## src/rtl/survivor_traceback.sv

```systemverilog
// Viterbi survivor-path traceback: stores one decision vector per trellis stage
// during FILL, then walks the survivor path backwards emitting one decoded bit per stage.
module survivor_traceback #(
  parameter  int K       = 3,
  parameter  int DEPTH   = 8,
  localparam int STATE_W = K - 1,
  localparam int NUM_ST  = 1 << STATE_W,
  localparam int PTR_W   = $clog2(DEPTH)
) (
  input  logic               clk,
  input  logic               rst,
  input  logic               in_valid,
  output logic               in_ready,
  input  logic [NUM_ST-1:0]  in_dec,
  input  logic               in_last,
  input  logic [STATE_W-1:0] in_best_st,
  input  logic               tb_mode,
  output logic               out_valid,
  input  logic               out_ready,
  output logic               out_bit,
  output logic [PTR_W-1:0]   out_stage,
  output logic               out_last
);

  typedef enum logic {FILL, TRACE} state_t;

  state_t             state_q, state_d;
  logic [PTR_W-1:0]   wr_ptr_q, wr_ptr_d;
  logic [PTR_W-1:0]   rd_ptr_q, rd_ptr_d;
  logic [STATE_W-1:0] cur_st_q, cur_st_d;
  logic               wr_en;

  logic [NUM_ST-1:0]  mem [DEPTH];

  always_comb begin
    // NOTE: every signal assigned here gets a default first so no latch is inferred.
    state_d  = state_q;
    wr_ptr_d = wr_ptr_q;
    rd_ptr_d = rd_ptr_q;
    cur_st_d = cur_st_q;
    wr_en    = 1'b0;
    case (state_q)
      FILL: begin
        if (in_valid) begin
          wr_en = 1'b1;
          // Frame closes on in_last or when the last memory row is written.
          if (in_last || (wr_ptr_q == PTR_W'(DEPTH - 1))) begin
            state_d  = TRACE;
            rd_ptr_d = wr_ptr_q;
            cur_st_d = tb_mode ? in_best_st : '0;
            wr_ptr_d = '0;
          end else begin
            wr_ptr_d = wr_ptr_q + PTR_W'(1);
          end
        end
      end
      TRACE: begin
        if (out_ready) begin
          // Predecessor state: shift in the survivor decision of the current state.
          cur_st_d = {cur_st_q[STATE_W-2:0], mem[rd_ptr_q][cur_st_q]};
          if (rd_ptr_q == '0) begin
            state_d = FILL;
          end else begin
            rd_ptr_d = rd_ptr_q - PTR_W'(1);
          end
        end
      end
      default: state_d = FILL;
    endcase
  end

  // NOTE: sequential state uses non-blocking assignments only.
  always_ff @(posedge clk) begin
    if (rst) begin
      state_q  <= FILL;
      wr_ptr_q <= '0;
      rd_ptr_q <= '0;
      cur_st_q <= '0;
    end else begin
      state_q  <= state_d;
      wr_ptr_q <= wr_ptr_d;
      rd_ptr_q <= rd_ptr_d;
      cur_st_q <= cur_st_d;
    end
  end

  // NOTE: decision memory has no reset; each stage is rewritten before it is read.
  always_ff @(posedge clk) begin
    if (wr_en) begin
      mem[wr_ptr_q] <= in_dec;
    end
  end

  assign in_ready  = (state_q == FILL);
  assign out_valid = (state_q == TRACE);
  assign out_bit   = out_valid & cur_st_q[STATE_W-1];
  assign out_stage = rd_ptr_q;
  assign out_last  = out_valid & (rd_ptr_q == '0);

endmodule
```

## config.mk

```make
export PLATFORM = sky130hd
export DESIGN_NAME = survivor_traceback
export DESIGN_NICKNAME = d
export VERILOG_FILES = /design/src/rtl/survivor_traceback.sv
export SDC_FILE = /design/constraint.sdc
export NUM_CORES = 1
export LEC_CHECK = 0
export ABC_AREA = 1
export BUFFER_PORTS_ARGS = -buffer_cell sky130_fd_sc_hd__buf_2
export CAP_MARGIN = 20
export CORE_MARGIN = 2
export CORE_UTILIZATION = 52
export CTS_CLUSTER_SIZE = 28
export DETAILED_ROUTE_END_ITERATION = 8
export GPL_TIMING_DRIVEN = 0
export PLACE_DENSITY = 0.73
export SYNTH_ARGS = -nofsm -noshare
export SYNTH_HDL_FRONTEND = slang
export SYNTH_SLANG_ARGS = --single-unit
```

## constraint.sdc

```tcl
create_clock -name clk -period 1.7 [get_ports clk]
set_clock_uncertainty 0.15 [all_clocks]
set_input_delay 0.085 -clock clk [delete_from_list [all_inputs] [get_ports clk]]
set_output_delay 0.085 -clock clk [all_outputs]
set_load 0.02 [all_outputs]
```

## After elaboration in Yosys (flattened, before gate mapping)

Memory sizes are Yosys's and may differ from the RTL's. A register that Yosys moved wholly into a read port is not among the register bits.
Index checks and enable logic that the tools add are counted.

- Word-level logic and storage cells: 45
- Output and inout port bits: 7
- Register bits after elaboration: 9
- Input port bits: 12
- Memories: 1
- RAM bits: 32

Memories:

| memory | words | bits a word | rd ports | clocked after memory_dff | wr ports | line | RTL |
|---|---|---|---|---|---|---|---|
| mem | 8 | 4 | 1 | 1 | 1 | 33 | `logic [NUM_ST-1:0] mem [DEPTH];` |

- Reduce and logical (&&, ||, !) cells: 5
- Multiplexer cells: 24
- Equality and inequality tests: 5
- $lt $le $gt $ge: 1
- Add/subtract/negate cells: 2
- Bitwise logic cells: 3

Operator list:

| operator | number |
|---|---|
| $mux W3 | 7 |
| $mux W1 | 9 |
| $mux W2 | 4 |
| $ne A2 B2 Y1 const B | 3 |
| $pmux W3 S2 | 1 |
| $pmux W2 S2 | 1 |
| $reduce_and A4 Y1 | 1 |
| $add A3 B1 Y3 const B | 1 |
| $eq A3 B3 Y1 const B | 1 |
| $logic_not A3 Y1 | 1 |
| $lt A2 B3 Y1 const B | 1 |
| $reduce_and A3 Y1 | 1 |
| $sub A3 B1 Y3 const B | 1 |
| $and A1 B1 Y1 | 2 |
| $bmux W1 S2 | 1 |
| $ne A2 B1 Y1 const B | 1 |
| $pmux W1 S2 | 1 |
| $reduce_and A2 Y1 | 1 |
| $logic_or A1 B1 Y1 | 1 |
| $not A1 Y1 | 1 |

## Longest topological paths before layout

- Word-level depth: 7
- Depth in mapped cells: 13
- Mapped depth without buffers: 11

## Least setup slack after synthesis

OpenSTA, ideal clock, no wires.

- Kind: register -> register
- From: register state_q, in the netlist out_valid
- To: memory mem[2][0] (netlist name), enable pin
- Buffers on the path: 1
- Setup slack: -0.017 ns
- Setup time: 0.329 ns
- Arrival time: 1.238 ns
- Period minus slack after synthesis: 1.717 ns
- Required time: 1.221 ns
- Cell stages (with the launch flop): 6
- Cells stage by stage: dfxtp_1 > buf_6 > nor2_4 > inv_1 > or2_2 > nor2_1

- Word-level cells in the longest chain between the ends: 3

RTL lines:

| element | line | RTL |
|---|---|---|
| from (decl) | 27 | `state_t state_q, state_d;` |
| from (signal assigned) | 80 | `state_q <= state_d;` |
| $mux W1 | 42 | `case (state_q)` |
| $mux W1 | 89 | `if (wr_en) begin` |
| $mux W1 (not written as such) | 90 | `mem[wr_ptr_q] <= in_dec;` |
| to (decl) | 33 |  |

Every way passes these cells.

==> out/metrics.json <==
{
  "rows": 22,
  "crit_path_top_delay_cell": "dfxtp_4",
  "min_period_ns": 1.65,
  "critical_path.n_buffers_inverters": 0,
  "critical_path.reg2reg.startpoint": "wr_ptr_q[0]$_SDFFE_PP0P_",
  "via_count": 1564,
  "synthMuxAreaShare": 0,
  "yosys_warnings": 0,
  "postRouteWirelength_mm": 4.09,
  "root_buffer": "clkbuf_8",
  "grt.met1_usage": 0.285,
  "boundaryPins": 19,
  "layout_worst_path_cycle_share": 0.973,
  "global_route.usage.met2": 0.285,
  "worst_slew_pin_slew_ns": 0.318,
  "clock.fmax_mhz": 604,
  "hp-class": "input port to register",
  "ctsHtreeMaxLevel": 2,
  "detailedRoute.firstPassIterationCount": 4,
  "cp_cell_sequence": "ha_4 -> ha_4 -> o21ai_4 -> and2_4 -> a31oi_4 -> o21ai_2 -> a21oi_2",
  "grt_overflow_total": 0,
  "post_synthesis_cell_type_count": 21,
  "run_status": "complete, no violations",
  "p_leak_nw": 1.05,
  "busiest_layer": "met2",
  "global_route_met3_utilization": 0.0545,
  "cts_tree": "done",
  "die_height_um": 66.2,
  "area_growth_syn_to_fin_pct": 25.9,
  "irDropWorstVdd_uv": 643,
  "core_area_um2": 3690,
  "worst_path_largest_cell_delay_ns": 0.39,
  "critPathKind": "register to register",
  "crit_fanout": 8,
  "critical-path-top-delay-family": "compound AO/OA/AOI/OAI gates",
  "initial_utilization": 0.545,
  "postSynthCellCount": 218,
  "sequential_cell_area_in_the_final_layout_um2": 1210,
  "hold_viol": 0,
  "syn_nets": 234,
  "power_density_relative_to_cell_area_nw_per_um2": 960,
  "synth-xor-area-share": 0,
  "drc": 0,
  "antenna_violating_nets_post_route": 0,
  "synth_simple_gate_area_frac": 0.221,
  "synth.avg_cell_area_um2": 9.23,
  "final_layout_size_suffix_gt1_frac": 0.246,
  "global_route.usage.total": 0.207,
  "final_critical_path_setup_slack_ns": 0.0455,
  "crit_path_start_kind": "register",
  "grt_pass1_wl_mm": 6.49,
  "cap_viol_max_count": 0,
  "rsz0062_at_grt": "yes",
  "total_of_flip_flops_plus_latches_after_synthesis": 44,
  "drt-wirelength-per-cell_um": 13.4,
  "endpoint_kind": "register",
  "clkSinkCount": 44,
  "detailed_place_hpwl_mm": 2.71,
  "detail_route.iter0.violations": 60,
  "die_w_um": 66.2,
  "final_common_cell": "nand2_1",
  "finalWeightedCongestion": 0.894,
  "synth_top_family_by_area": "simple AND/OR/NAND/NOR gates",
  "commonest_cells_after_routing_fill_and_taps_aside": "62 x nand2_1, 32 x inv_1, 32 x edfxtp_1",
  "ctsLongestPathBuffers": 2,
  "number_of_antenna_cells_inserted": 0,
  "multiInputGateArea_um2": 768,
  "setup_viol": 0,
  "cts_inserted_buffers": 5,
  "syn_area_um2": 2010,
  "grt_max_degree": 15,
  "synth-seq-area-share": 0.597,
  "post-place-ws_ns": -0.152,
  "clock_insertion_delay_worst_skew_ns": 0.30,
  "yosys.area_share.adder": 0.0249,
  "critical_path.startpoint": "wr_ptr_q[0]$_SDFFE_PP0P_",
  "critical-path-top-cell-by-count": "ha_4",
  "min_from": "in_last",
  "worst_ep_arrival_time_ns": 1.74,
  "timing.max_slew.rel_slack": 0.788,
  "number_of_global_route_vias_before_repair": 1417,
  "synth-compound-area-share": 0.0728,
  "timing.final.max_slew_violations": 0,
  "routed_via_density": 5.14,
  "clk_pin_slew_ns": 0.08,
  "fillers": 254,
  "numPortBuffers": 18,
  "number_of_antenna_violations_at_the_first_check_in_global_routing": 0,
  "fin_tns_setup_ns": 0,
  "die_area_um2": 4380,
  "final_net_count": 271,
  "cp_data_required_time_ns": 1.79
}
## tightest hold or removal path: stages
cell	delay (ns)
buf_2	0.10
o21ai_4	0.07
buf_4	0.13
a21oi_1	0.12
## area by class of cell
| cell class | count | area share |
|---|---|---|
| Tap cell | 48 | 0.0237 |
| Buffer | 6 | 0.0188 |
| Clock buffer | 5 | 0.0272 |
| Timing Repair Buffer | 30 | 0.0800 |
| Multi-Input combinational cell | 133 | 0.303 |
| Inverter | 35 | 0.0529 |
| Sequential cell | 44 | 0.477 |
| Clock inverter | 3 | 0.0168 |
## worst paths after layout
path | endpoint | slack, ns | depth (start not counted)
max | register | 0.05 | 7
min | out_valid$_SDFF_PP0_ | 0.09 | 4
max reg2reg | register | 0.05 | 7
min reg2reg | wr_ptr_q[0]$_SDFFE_PP0P_ | 0.38 | 2
## through the flow
stage | utilization | instances | cell area (µm²) | total power, W | hold slack [ns]
2_1_floorplan | - | 218 | 2010 | 0.00149 | 0.00407
4_1_cts | 0.659 | 304 | 2430 | 0.00240 | 0.0709
3_3_place_gp | 0.586 | 284 | 2160 | 0.00158 | 0.108
3_5_place_dp | 0.586 | 284 | 2160 | 0.00159 | 0.110
6_report | 0.687 | 304 | 2530 | 0.00243 | 0.0942
5_1_grt | 0.687 | 304 | 2530 | 0.00253 | 0.132
## registers in the layout, indices dropped and copies added, names as in the netlist, named ones only
register / cells
mem: 32
wr_ptr_q: 3
out_stage: 3
cur_st_q: 2
out_valid: 1
## where the power goes
group | leakage, nW | switching, W | total (W) | internal, W
Clock | 0.0541 | 0.000358 | 0.000793 | 0.000435
Sequential | 0.390 | 0.0000306 | 0.00123 | 0.00120
Combinational | 0.611 | 0.000257 | 0.000412 | 0.000155
## synthesized netlist by cell type (all sizes together)
cell type | n | share of area
a211oi | 2 | 0.0075
a21oi | 8 | 0.020
inv | 35 | 0.065
or2 | 1 | 0.0031
nand2 | 64 | 0.12
buf | 6 | 0.019
ha | 4 | 0.025
o21ai | 10 | 0.029
a31oi | 3 | 0.017
nand3 | 25 | 0.062
edfxtp | 32 | 0.48
and2 | 1 | 0.0044
dfxtp | 12 | 0.12
nor2 | 15 | 0.032
## per-layer routing
| metal | up-vias | share of wire |
|---|---|---|
| li1 | 784 | - |
| met1 | 715 | 0.43 |
| met2 | 48 | 0.46 |
| met3 | 17 | 0.060 |
| met4 | 0 | 0.047 |
| met5 | - | 0 |
## timing repair
item                                    4_1_cts  5_1_grt
buffers inserted                              3        0
gates resized for setup                      15       24
hold endpoints to repair                     35        0
hold buffers                                  9        0
endpoints found under the setup margin       40       33
pin swaps                                     2        3
## kinds of logic (layout without fill, tap and decap cells)
group,Yosys count,after routing
fa+ha+maj,4,4
buf+inv,41,79
flops,44,44
compound gates,23,23
simple gates,106,106
No activity file was read; power rests on OpenSTA's default activity.
